--- src/rtl/ifetch_stage.sv ---
// ifetch_stage: instruction fetch stage sitting after the PC register.
// Issues one instruction-memory request at a time, buffers the returned
// instruction for decode and squashes fetches made stale by a redirect.
// Optional feature macro: IFETCH_PERF_EN adds saturating fetch/stall counters
// (perf_fetch_cnt, perf_stall_cnt); without it those ports do not exist.

module ifetch_stage #(
   parameter logic [31:0] PC_INC    = 32'd4,
   parameter logic [31:0] NOP_INSTR = 32'h00000013
) (
   input  logic        clk,
   input  logic        rst,
   input  logic [31:0] pc_curr,
   output logic [31:0] pc_next,
   output logic        imem_req_valid,
   input  logic        imem_req_ready,
   output logic [31:0] imem_req_addr,
   input  logic        imem_resp_valid,
   input  logic [31:0] imem_resp_data,
   input  logic        redirect_valid,
   input  logic [31:0] redirect_target,
   output logic        if_valid,
   input  logic        if_ready,
   output logic [31:0] if_instr,
   output logic [31:0] if_pc
`ifdef IFETCH_PERF_EN
   ,
   output logic [31:0] perf_fetch_cnt,
   output logic [31:0] perf_stall_cnt
`endif
);

   typedef enum logic [1:0] {
      REQ  = 2'd0,
      WAIT = 2'd1,
      HOLD = 2'd2
   } state_t;

   state_t      state_q, state_d;
   logic        kill_q, kill_d;
   logic [31:0] reqPc_q, reqPc_d;
   logic        ifValid_q, ifValid_d;
   logic [31:0] ifInstr_q, ifInstr_d;
   logic [31:0] ifPc_q, ifPc_d;
   logic        reqValid;
   logic        reqAccept;

   // Next-state logic: one request in flight, kill marks a fetch made stale by a redirect.
   always_comb begin
      state_d   = state_q;
      kill_d    = kill_q;
      reqPc_d   = reqPc_q;
      ifValid_d = ifValid_q;
      ifInstr_d = ifInstr_q;
      ifPc_d    = ifPc_q;
      reqValid  = 1'b0;
      reqAccept = 1'b0;
      case (state_q)
         REQ: begin
            reqValid = !rst;
            if (imem_req_ready && !rst) begin
               reqAccept = 1'b1;
               reqPc_d   = pc_curr;
               kill_d    = redirect_valid;
               state_d   = WAIT;
            end
         end
         WAIT: begin
            if (imem_resp_valid) begin
               kill_d = 1'b0;
               if (kill_q || redirect_valid) begin
                  state_d = REQ;
               end else begin
                  ifInstr_d = imem_resp_data;
                  ifPc_d    = reqPc_q;
                  ifValid_d = 1'b1;
                  state_d   = HOLD;
               end
            end else if (redirect_valid) begin
               kill_d = 1'b1;
            end
         end
         HOLD: begin
            if (redirect_valid) begin
               ifValid_d = 1'b0;
               ifInstr_d = NOP_INSTR;
               state_d   = REQ;
            end else if (if_ready) begin
               ifValid_d = 1'b0;
               state_d   = REQ;
            end
         end
         default: begin
            state_d = REQ;
         end
      endcase
   end

   // Next PC selection: redirect beats sequential advance, which beats holding.
   always_comb begin
      pc_next = pc_curr;
      if (!rst) begin
         if (redirect_valid) begin
            pc_next = redirect_target & ~32'h3;
         end else if (reqAccept) begin
            pc_next = pc_curr + PC_INC;
         end
      end
   end

   // State and output-buffer registers with synchronous reset.
   always_ff @(posedge clk) begin
      if (rst) begin
         state_q   <= REQ;
         kill_q    <= 1'b0;
         reqPc_q   <= 32'd0;
         ifValid_q <= 1'b0;
         ifInstr_q <= NOP_INSTR;
         ifPc_q    <= 32'd0;
      end else begin
         state_q   <= state_d;
         kill_q    <= kill_d;
         reqPc_q   <= reqPc_d;
         ifValid_q <= ifValid_d;
         ifInstr_q <= ifInstr_d;
         ifPc_q    <= ifPc_d;
      end
   end

   assign imem_req_valid = reqValid;
   assign imem_req_addr  = pc_curr;
   assign if_valid       = ifValid_q;
   assign if_instr       = ifInstr_q;
   assign if_pc          = ifPc_q;

`ifdef IFETCH_PERF_EN
   logic [31:0] perfFetch_q;
   logic [31:0] perfStall_q;

   // Saturating counters for delivered instructions and cycles spent waiting on memory.
   always_ff @(posedge clk) begin
      if (rst) begin
         perfFetch_q <= 32'd0;
         perfStall_q <= 32'd0;
      end else begin
         if (ifValid_q && if_ready && !redirect_valid && (perfFetch_q != 32'hFFFFFFFF)) begin
            perfFetch_q <= perfFetch_q + 32'd1;
         end
         if ((((state_q == REQ) && !imem_req_ready) || (state_q == WAIT)) &&
             (perfStall_q != 32'hFFFFFFFF)) begin
            perfStall_q <= perfStall_q + 32'd1;
         end
      end
   end

   assign perf_fetch_cnt = perfFetch_q;
   assign perf_stall_cnt = perfStall_q;
`endif

endmodule

--- config.mk ---
export PLATFORM = sky130hd
export DESIGN_NAME = ifetch_stage
export DESIGN_NICKNAME = d
export VERILOG_FILES = /design/src/rtl/ifetch_stage.sv
export SDC_FILE = /design/constraint.sdc
export NUM_CORES = 1
export LEC_CHECK = 0
export CELL_PAD_IN_SITES_DETAIL_PLACEMENT = 0
export CELL_PAD_IN_SITES_GLOBAL_PLACEMENT = 1
export CORE_UTILIZATION = 28
export DETAILED_ROUTE_END_ITERATION = 7
export PLACE_DENSITY_LB_ADDON = 0.1
export SLEW_MARGIN = 5
export SYNTH_ARGS = -nofsm -noshare
export SYNTH_HDL_FRONTEND = slang
export SYNTH_SLANG_ARGS = --single-unit
--- constraint.sdc ---
create_clock -name clk -period 2.6 [get_ports clk]
set_input_delay 0.26 -clock clk [delete_from_list [all_inputs] [get_ports clk]]
set_output_delay 0.26 -clock clk [all_outputs]
set_load 0.005 [all_outputs]
==> flow_metrics.env, run 1 <==
export IMPL_tns_ns=-0.151
export IMPL_grt_usage=0.204
export IMPL_worstPathCellList="or4b_4 > buf_6 > nor4_4 > buf_4 > buf_6 > nand2_2 > or4_1 > nand3_1 > buf_2"
export IMPL_grt_ovfl_total=0
export IMPL_synth_ff_type="dfxtp_1"
export IMPL_antenna_found_initial=0
export IMPL_ioPinCount=232
export IMPL_crit_buf_inv=4
export IMPL_yosys_warnings=0
export IMPL_r2r_start="state_q[0]"
export IMPL_cp_common_cell="buf_6"
export IMPL_power_density_nw_per_um2=466
export IMPL_routabilityCongestion=0.835
export IMPL_clk_path_buf_depth=2
export IMPL_postCtsHoldBufs=0
export IMPL_ys_types=46
export IMPL_clkTransAtPathRegs_ns=0.07
export IMPL_area_growth_pct=65.5
export IMPL_post_drt_via_cell_ratio=4.89
export IMPL_dp_hpwl_um=13300
export IMPL_timing_final_max_slew_violations=0
export IMPL_cp_slowest_stage_delay_ns=0.55
export IMPL_wirelength_um=18100
export IMPL_drv_cap=0
export IMPL_synthArstFlopShare=0
export IMPL_fin_crit_sh=1.04
export IMPL_remaining_drc_errors=0
export IMPL_row_count=47
export IMPL_gr_usage_met2=0.337
export IMPL_diodes=0
export IMPL_critPathMaxFanout=5
export IMPL_die_area_um2=17900
export IMPL_grt_max_degree=55
export IMPL_yosysSeqAreaShare=0.412
export IMPL_layout_nets=992
export IMPL_cp_start_kind="flip-flop"
export IMPL_numPortBuffers=229
export IMPL_hold_viol=0
export IMPL_start_util=0.290
export IMPL_wl_per_cell_um=16.3
export IMPL_reg2reg_slack_ns=0.67
export IMPL_grt_pass1_vias=5341
export IMPL_met1_usage=0.254
export IMPL_vias=5450
export IMPL_cpMaxStageDelayCell="or4b_4"
export IMPL_finalCoreUtilization=0.480
export IMPL_yosys_area_top_type="dfxtp_1"
export IMPL_synthCells=644
export IMPL_violations="negative setup slack"
export IMPL_cp_endpoint="pc_next[24]"
export IMPL_core_um2=16800
export IMPL_period_needed_ns=2.70
export IMPL_endpoint_kind="output port"
export IMPL_synth_area_um2=4860
export IMPL_clkLatencyLatePin_ns=0.35
export IMPL_irDropWorstVdd_mv=0.332
export IMPL_grtUsageMet3=0.0525
export IMPL_synthMostInstantiatedCell="nand2_1"
export IMPL_required_ns=2.34
export IMPL_cp_num_cells=9
export IMPL_finClkSkew_ns=0.00803
export IMPL_synth_common_cells="nand2_1, dfxtp_1, nor2_1"
export IMPL_synth_area_leaders="dfxtp_1, nand2_1, a22oi_1, a21oi_1, buf_4"
export IMPL_grt_pass1_wl_um=28500
export IMPL_crit_path_start="state_q[1]"
export IMPL_clock_sinks=100
export IMPL_p_leak_nw=2.98
export IMPL_synth_top_cell_area_share=0.412
export IMPL_rr_endpoint="if_instr[1]"
export IMPL_synth_fp_nets=747
export IMPL_synth_edf_count=0
export IMPL_first_iter_violations=280
export IMPL_crit_family="simple AND/OR/NAND/NOR gates"
export IMPL_critPathKind="flip-flop to output port"
export IMPL_outcome="finished with violations"
export IMPL_busiest_layer="met2"
export IMPL_r2r_cells=6
export IMPL_hold_path_class="flip-flop to flip-flop"
export IMPL_h_tree_depth=3
export IMPL_cts_inserted_buffers=9
export IMPL_relSlewSlack=0.585
export IMPL_fmax_ghz=0.371
export IMPL_rsz0062_at_grt="true"
export IMPL_drive_gt1_frac=0.182
export IMPL_drt_pass1_iter_count=4
export IMPL_yosys_register_bits=100
export IMPL_cts_tree="done"
export IMPL_setup_viol_count_final=3
export IMPL_clockRootBuffer="clkbuf_16"
export IMPL_cp_arrival_ns=2.44
export IMPL_dieHeight_um=134
export IMPL_worst_slew_pin_slew_ns=0.623
export IMPL_timing_final_ws_setup_ns=-0.0960
export IMPL_avgSynthCellArea_um2=7.54
export IMPL_antenna_left=0
export IMPL_die_w_um=134
export IMPL_finalPower_mw=3.75
[sequential cells by signal (all words and copies together), names as in the netlist]
| register | cells |
|---|---|
| if_valid | 1 |
| reqPc_q | 32 |
| kill_q | 1 |
| state_q | 2 |
| if_instr | 32 |
| if_pc | 32 |
[layout by cell type (no fill, tap or decap), types with 5 or more instances in the layout]
| master | n |
|---|---|
| clkdlybuf4s50_1 | 199 |
| nand2_1 | 147 |
| dfxtp_1 | 99 |
| buf_4 | 76 |
| nor2_1 | 52 |
| a21oi_1 | 46 |
| a22oi_1 | 39 |
| o21ai_0 | 37 |
| nand3_1 | 17 |
| nor3_1 | 13 |
| buf_2 | 13 |
| o22ai_1 | 10 |
| buf_6 | 10 |
| clkbuf_16 | 9 |
| clkbuf_2 | 9 |
| nand4_1 | 6 |
| and4_1 | 6 |
| a211oi_1 | 6 |
| o22a_1 | 5 |
[cell families after synthesis]
family	share of synthesized area
and+or+nand+nor	0.265
AOI/OAI and AO/OA	0.220
DFF	0.412
buffers and inverters	0.0969
xor gates and xnor gates	0.00180
muxes	0.00206
adders and majority gates	0.00258
[how the worst min path moves through the flow]
stage | from | end | cells after the start
6_report | reqPc_q[21] | if_pc[21] | 2
5_1_grt | reqPc_q[23] | if_pc[23] | 2
4_1_cts | reqPc_q[21] | if_pc[21] | 2
3_5_place_dp | reqPc_q[21] | if_pc[21] | 2
3_3_place_gp | reqPc_q[1] | if_pc[1] | 2
2_1_floorplan | pc_curr[0] | reqPc_q[0] | 2
[stage by stage]
| stage | instance area [µm²] | worst slack [ns] | cells | hold WS [ns] |
|---|---|---|---|---|
| after floorplan | 4860 | 0.288 | 644 | 0.369 |
| after global placement | 7610 | -0.613 | 1091 | 0.439 |
| after detailed placement | 7610 | -0.605 | 1091 | 0.443 |
| after CTS | 7980 | -0.164 | 1113 | 0.452 |
| after global routing | 8040 | -0.205 | 1114 | 0.468 |
| final | 8040 | -0.0960 | 1114 | 0.452 |
[worst register-to-register path, delay by kind of cell, from the launching register on]
family,cells,cell delay (ns)
and+or+nand+nor,3,0.92
buffers and inverters,2,0.39
DFF,1,0.34
AOI/OAI and AO/OA,1,0.18
[where the power goes]
part	internal, mW	switching, mW
logic	0.401	0.331
registers	1.59	0.0298
clock network	0.781	0.616
[metal layers]
layer | wire length, µm | up-vias
met5 | 0 | -
met4 | 364 | 0
met3 | 1250 | 24
met2 | 8600 | 171
met1 | 7930 | 2544
li1 | - | 2711
[area by class of cell]
type | count | area [µm²]
Clock inverter | 6 | 72.6
Fill cell | 1684 | 8720
Inverter | 5 | 18.8
Sequential cell | 100 | 2000
Tap cell | 220 | 275
Clock buffer | 10 | 239
Timing Repair Buffer | 316 | 2900
Multi-Input combinational cell | 457 | 2530
[timing repair]
action | 4_1_cts | 5_1_grt
resized for setup | 78 | 48
buffers inserted | 6 | 1
pin swaps | 14 | 10
endpoints found under the setup margin | 29 | 29
Power figures use the tool's default switching activity.
==> run 2: changes to the inputs <==
ABC_AREA = 1   (was not set)
CORE_UTILIZATION = 29   (was 28)
==> flow_metrics.env, run 2 <==
export IMPL_yosysSeqAreaShare=0.378
export IMPL_antenna_left=0
export IMPL_layout_nets=1145
export IMPL_outcome="complete, no violations"
export IMPL_numPortBuffers=229
export IMPL_setup_viol_count_final=0
export IMPL_multi_input_area_um2=2680
export IMPL_drt_pass1_iter_count=5
export IMPL_synth_fp_nets=904
export IMPL_die_w_um=137
export IMPL_h_tree_depth=3
export IMPL_cp_slowest_stage_delay_ns=0.51
export IMPL_dpl_cell_area_um2=8020
export IMPL_min_path_cells=4
export IMPL_placed_cells=1254
export IMPL_cpMaxStageDelayCell="clkdlybuf4s50_1"
export IMPL_layout_commonest_cell="clkdlybuf4s50_1"
export IMPL_yosys_warnings=0
export IMPL_dp_hpwl_um=14500
export IMPL_relSlewSlack=0.609
export IMPL_fin_crit_sh=0.959
export IMPL_grt_max_degree=63
export IMPL_final_cells=1277
export IMPL_p_leak_nw=3.56
export IMPL_worstPathCellList="clkdlybuf4s50_1 > inv_1 > nor2_4 > nand3_1 > inv_1 > nand2_2 > nor2_4 > nand2_2 > buf_4 > o21ai_1 > nand2_1 > clkdlybuf4s50_1"
export IMPL_synth_ff_type="dfxtp_1"
export IMPL_synth_area_um2=5300
export IMPL_power_frac_seq=0.434
export IMPL_ioPinCount=232
export IMPL_wirelength_um=19200
export IMPL_reg2reg_slack_ns=1.02
export IMPL_row_count=49
export IMPL_rr_endpoint="reqPc_q[9]"
export IMPL_irDropWorstVdd_mv=0.294
export IMPL_register_area_um2=2010
export IMPL_post_drt_via_cell_ratio=4.61
export IMPL_period_needed_ns=2.49
export IMPL_finClkSkew_ns=0.00944
export IMPL_worst_hold_slack_ns=0.398
export IMPL_avgSynthCellArea_um2=6.61
export IMPL_dieHeight_um=137
export IMPL_antenna_found_initial=1
export IMPL_synthArstFlopShare=0
export IMPL_grt_usage=0.205
export IMPL_grt_ovfl_total=0
export IMPL_grt_pass1_wl_um=29400
export IMPL_die_area_um2=18800
export IMPL_grt_pass1_vias=5430
export IMPL_worst_slew_pin_slew_ns=0.586
export IMPL_ys_types=34
export IMPL_fmax_ghz=0.401
export IMPL_tns_ns=0
export IMPL_hold_path_class="input pin to flip-flop"
export IMPL_vias=5886
export IMPL_clock_sinks=100
export IMPL_finalCoreUtilization=0.473
export IMPL_synthMostInstantiatedCell="nand2_1"
export IMPL_r2r_start="state_q[0]"
export IMPL_hold_viol=0
export IMPL_drive_gt1_frac=0.139
export IMPL_worstHoldStart="pc_curr[2]"
export IMPL_yosys_register_bits=100
export IMPL_core_um2=17900
export IMPL_synth_edf_count=0
export IMPL_p_switching_mw=1.01
export IMPL_critPathKind="input pin to output port"
export IMPL_synthCells=801
export IMPL_remaining_drc_errors=0
export IMPL_timing_final_max_slew_violations=0
export IMPL_clkTransAtPathRegs_ns=0.07
export IMPL_intPower_mw=2.72
export IMPL_wl_per_cell_um=15.0
export IMPL_postCtsHoldBufs=0
export IMPL_area_growth_pct=59.9
export IMPL_final_area_um2=8470
export IMPL_fillers=1911
export IMPL_power_density_nw_per_um2=440
export IMPL_r2r_cells=6
export IMPL_endpoint_kind="output port"
export IMPL_clk_path_buf_depth=2
export IMPL_p_clk_frac=0.359
export IMPL_clkLatencyLatePin_ns=0.35
export IMPL_synth_top_cell_area_share=0.378
export IMPL_start_util=0.296
export IMPL_synth_common_cells="nand2_1, nor2_1, dfxtp_1"
export IMPL_cp_start_kind="input pin"
export IMPL_critPathMaxFanout=4
export IMPL_routabilityCongestion=0.808
export IMPL_swShare=0.270
export IMPL_cts_tree="done"
export IMPL_first_iter_violations=370
export IMPL_synth_area_leaders="dfxtp_1, nand2_1, nand3_1, nor2_1, o21ai_0"
export IMPL_hold_end="reqPc_q[2]"
export IMPL_cts_inserted_buffers=9
export IMPL_drv_cap=0
export IMPL_final_cell_mix="clkdlybuf4s50_1, nand2_1, dfxtp_1"
export IMPL_required_ns=2.34
export IMPL_pwr_share_comb=0.207
export IMPL_clockRootBuffer="clkbuf_16"
export IMPL_cp_arrival_ns=2.23
export IMPL_yosys_area_top_type="dfxtp_1"
run 2: changes by cell type after synthesis, sizes merged, moves of 7 or more:
cell    delta
nand3     +67
inv       +61
nor2      +57
o21ai     +40
a22oi     -39
nand2     +29
clkbuf    -18
buf       +13
o211ai    +12
nand4      +8
a211oi     -7
o22ai      -7
run 2: cell families after synthesis:
group | synth area share
flip-flops | 0.378
adder cells (fa/ha/maj) | 0.00236
AND/OR/NAND/NOR | 0.332
XOR/XNOR | 0.00331
buffers and inverters | 0.131
AO/OA/AOI/OAI | 0.154
run 2: through the flow:
step | total power, mW | setup slack, ns
6_report | 3.73 | 0.107
5_1_grt | 3.92 | -0.00454
4_1_cts | 3.78 | -0.00601
3_5_place_dp | 2.44 | -0.187
3_3_place_gp | 2.44 | -0.187
2_1_floorplan | 1.95 | 1.08
run 2: repair_timing:
action                     4_1_cts  5_1_grt
pin swaps                        3        6
setup endpoints to repair       23       21
buffers inserted                 0        6
gates cloned                     0        0
gates resized for setup         17       45
run 2: worst max-delay path by stage:
| stage | from | to | cells past startpoint |
|---|---|---|---|
| floorplan | rst | pc_next[19] | 11 |
| global placement | pc_curr[2] | pc_next[20] | 13 |
| detailed placement | pc_curr[2] | pc_next[20] | 13 |
| CTS | pc_curr[7] | pc_next[19] | 12 |
| global route | imem_req_ready | pc_next[20] | 12 |
| finish | imem_req_ready | pc_next[20] | 12 |
run 2: critical path: cells and delay by family:
kind / cells / cell delay (ns)
buf+inv: 5 / 1.26
compound gates: 1 / 0.12
simple gates: 6 / 0.58
run 2: area by class of cell:
| type | count | area share |
|---|---|---|
| repair buffers | 307 | 0.348 |
| multi-input cells | 559 | 0.316 |
| flip-flops and latches | 100 | 0.237 |
| well taps | 229 | 0.0338 |
| clock buffers | 11 | 0.0298 |
| inverters | 65 | 0.0291 |
| clock inverters | 5 | 0.00517 |
| diodes | 1 | 0.000295 |
run 2: power groups by stage:
stage               logic (mW)  clock network (mW)  registers [mW]
finish                   0.771                1.34            1.62
global route             0.848                1.45            1.63
CTS                      0.779                1.39            1.62
detailed placement       0.781                   0            1.65
global placement         0.784                   0            1.65
floorplan                0.304                   0            1.65
run 2: metal layers:
metal | up-vias | global-route usage | share of wire
met3 | 14 | 0.0500 | 0.058
li1 | 3080 | - | -
met4 | 0 | 0.0556 | 0.014
met1 | 2633 | 0.290 | 0.49
met5 | - | 0 | 0
met2 | 159 | 0.306 | 0.43
==> run 3: changes to the inputs <==
CORE_MARGIN = 5   (was not set)
REMOVE_ABC_BUFFERS = 1   (was not set)
==> flow_metrics.env, run 3 (same netlist as run 2, synthesis figures left out) <==
export IMPL_pwr_share_comb=0.203
export IMPL_grt_max_degree=67
export IMPL_die_w_um=145
export IMPL_final_cell_mix="clkdlybuf4s50_1, nand2_1, dfxtp_1"
export IMPL_cts_tree="done"
export IMPL_grt_pass1_wl_um=32400
export IMPL_drive_gt1_frac=0.141
export IMPL_wl_per_cell_um=15.8
export IMPL_fin_crit_sh=0.946
export IMPL_placed_cells=1263
export IMPL_diodes=0
export IMPL_grt_ovfl_total=0
export IMPL_start_util=0.295
export IMPL_finalPower_mw=3.73
export IMPL_power_frac_seq=0.433
export IMPL_wirelength_um=20200
export IMPL_numPortBuffers=229
export IMPL_worst_hold_slack_ns=0.397
export IMPL_p_switching_mw=1.04
export IMPL_endpoint_kind="output port"
export IMPL_grt_pass1_vias=5873
export IMPL_finClkSkew_ns=0.00810
export IMPL_power_density_nw_per_um2=441
export IMPL_layout_nets=1152
export IMPL_m1WireLength_um=9550
export IMPL_area_growth_pct=59.9
export IMPL_drt_pass1_iter_count=4
export IMPL_fillers=1934
export IMPL_outcome="complete, no violations"
export IMPL_cp_arrival_ns=2.20
export IMPL_row_count=49
export IMPL_critPathMaxFanout=5
export IMPL_p_leak_nw=3.49
export IMPL_intPower_mw=2.69
export IMPL_first_iter_violations=253
export IMPL_wl_met3_um=1120
export IMPL_ioPinCount=232
export IMPL_cp_start_kind="flip-flop"
export IMPL_relSlewSlack=0.619
export IMPL_hold_viol=0
export IMPL_clock_sinks=100
export IMPL_post_drt_via_cell_ratio=4.64
export IMPL_dieHeight_um=145
export IMPL_antenna_found_initial=0
export IMPL_dp_hpwl_um=15300
export IMPL_wl_met2_um=9430
export IMPL_final_cells=1283
export IMPL_critPathKind="flip-flop to output port"
export IMPL_clk_path_buf_depth=2
export IMPL_swShare=0.279
export IMPL_clkTransAtPathRegs_ns=0.08
export IMPL_hold_path_class="input pin to flip-flop"
export IMPL_remaining_drc_errors=0
export IMPL_routabilityCongestion=0.842
export IMPL_dr_max_layer_used="met4"
export IMPL_clkLatencyLatePin_ns=0.35
export IMPL_worst_slew_pin_slew_ns=0.571
export IMPL_vias=5947
export IMPL_antenna_left=0
export IMPL_die_area_um2=21100
export IMPL_layout_commonest_cell="clkdlybuf4s50_1"
export IMPL_drv_cap=0
export IMPL_tns_ns=0
export IMPL_timing_final_max_slew_violations=0
export IMPL_core_um2=18000
export IMPL_grt_usage=0.186
export IMPL_period_needed_ns=2.46
export IMPL_postCtsHoldBufs=0
export IMPL_h_tree_depth=3
export IMPL_cts_inserted_buffers=9
export IMPL_setup_viol_count_final=0
export IMPL_required_ns=2.34
export IMPL_fmax_ghz=0.407
export IMPL_clockRootBuffer="clkbuf_16"
export IMPL_p_clk_frac=0.363
export IMPL_irDropWorstVdd_mv=0.384
run 3: path summary, 6_finish.rpt:
kind / startpoint / to / slack [ns] / cells past startpoint
worst min register to register: reqPc_q[13] / if_pc[13] / 0.45 / 2
worst max register to register: state_q[0] / if_pc[9] / 0.94 / 7
worst min-delay path: pc_curr[3] / reqPc_q[3] / 0.40 / 4
worst max-delay path: state_q[0] / pc_next[11] / 0.14 / 11
run 3: what timing repair did:
item,in CTS,in global routing
setup endpoints to repair,22,16
resized for setup,40,21
cloned,0,0
buffers inserted,3,1
pin swaps,12,8
run 3: worst max-delay path, cell delays in order, from the launching register on:
cell and delay [ns]:
dfxtp_2 0.35, inv_2 0.07, nand2_2 0.08, nor2_4 0.16
buf_6 0.14, nand3_4 0.10, inv_4 0.09, nand3b_1 0.07
nand3_1 0.10, o211ai_1 0.09, nand2_1 0.09, clkdlybuf4s50_1 0.50
run 3: layer usage:
metal / track usage / vias up
li1: - / 3092
met1: 0.248 / 2671
met2: 0.308 / 172
met3: 0.0483 / 12
met4: 0.0340 / 0
met5: 0 / -
run 3: power by group through the flow:
stage	sequential, mW	combinational, mW	clock [mW]
2_1_floorplan	1.65	0.235	0
3_3_place_gp	1.65	0.785	0
3_5_place_dp	1.65	0.782	0
4_1_cts	1.62	0.767	1.41
5_1_grt	1.62	0.838	1.47
6_report	1.62	0.759	1.36
run 3: through the flow:
stage | worst slack [ns] | util | instance area, µm²
final | 0.141 | 0.471 | 8470
after CTS | -0.0377 | 0.468 | 8400
after detailed placement | -0.137 | 0.450 | 8090
after global placement | -0.127 | 0.450 | 8090
after global routing | -0.00652 | 0.471 | 8470
after floorplan | 0.265 | - | 4850
run 3: cell type report:
cell class | instances | area [µm²] | area share
repair buffers | 314 | 2970 | 0.351
well taps | 229 | 287 | 0.0338
multi-input cells | 559 | 2660 | 0.314
inverters | 65 | 249 | 0.0294
clock buffers | 10 | 239 | 0.0282
clock inverters | 6 | 53.8 | 0.00635
flip-flops and latches | 100 | 2000 | 0.237
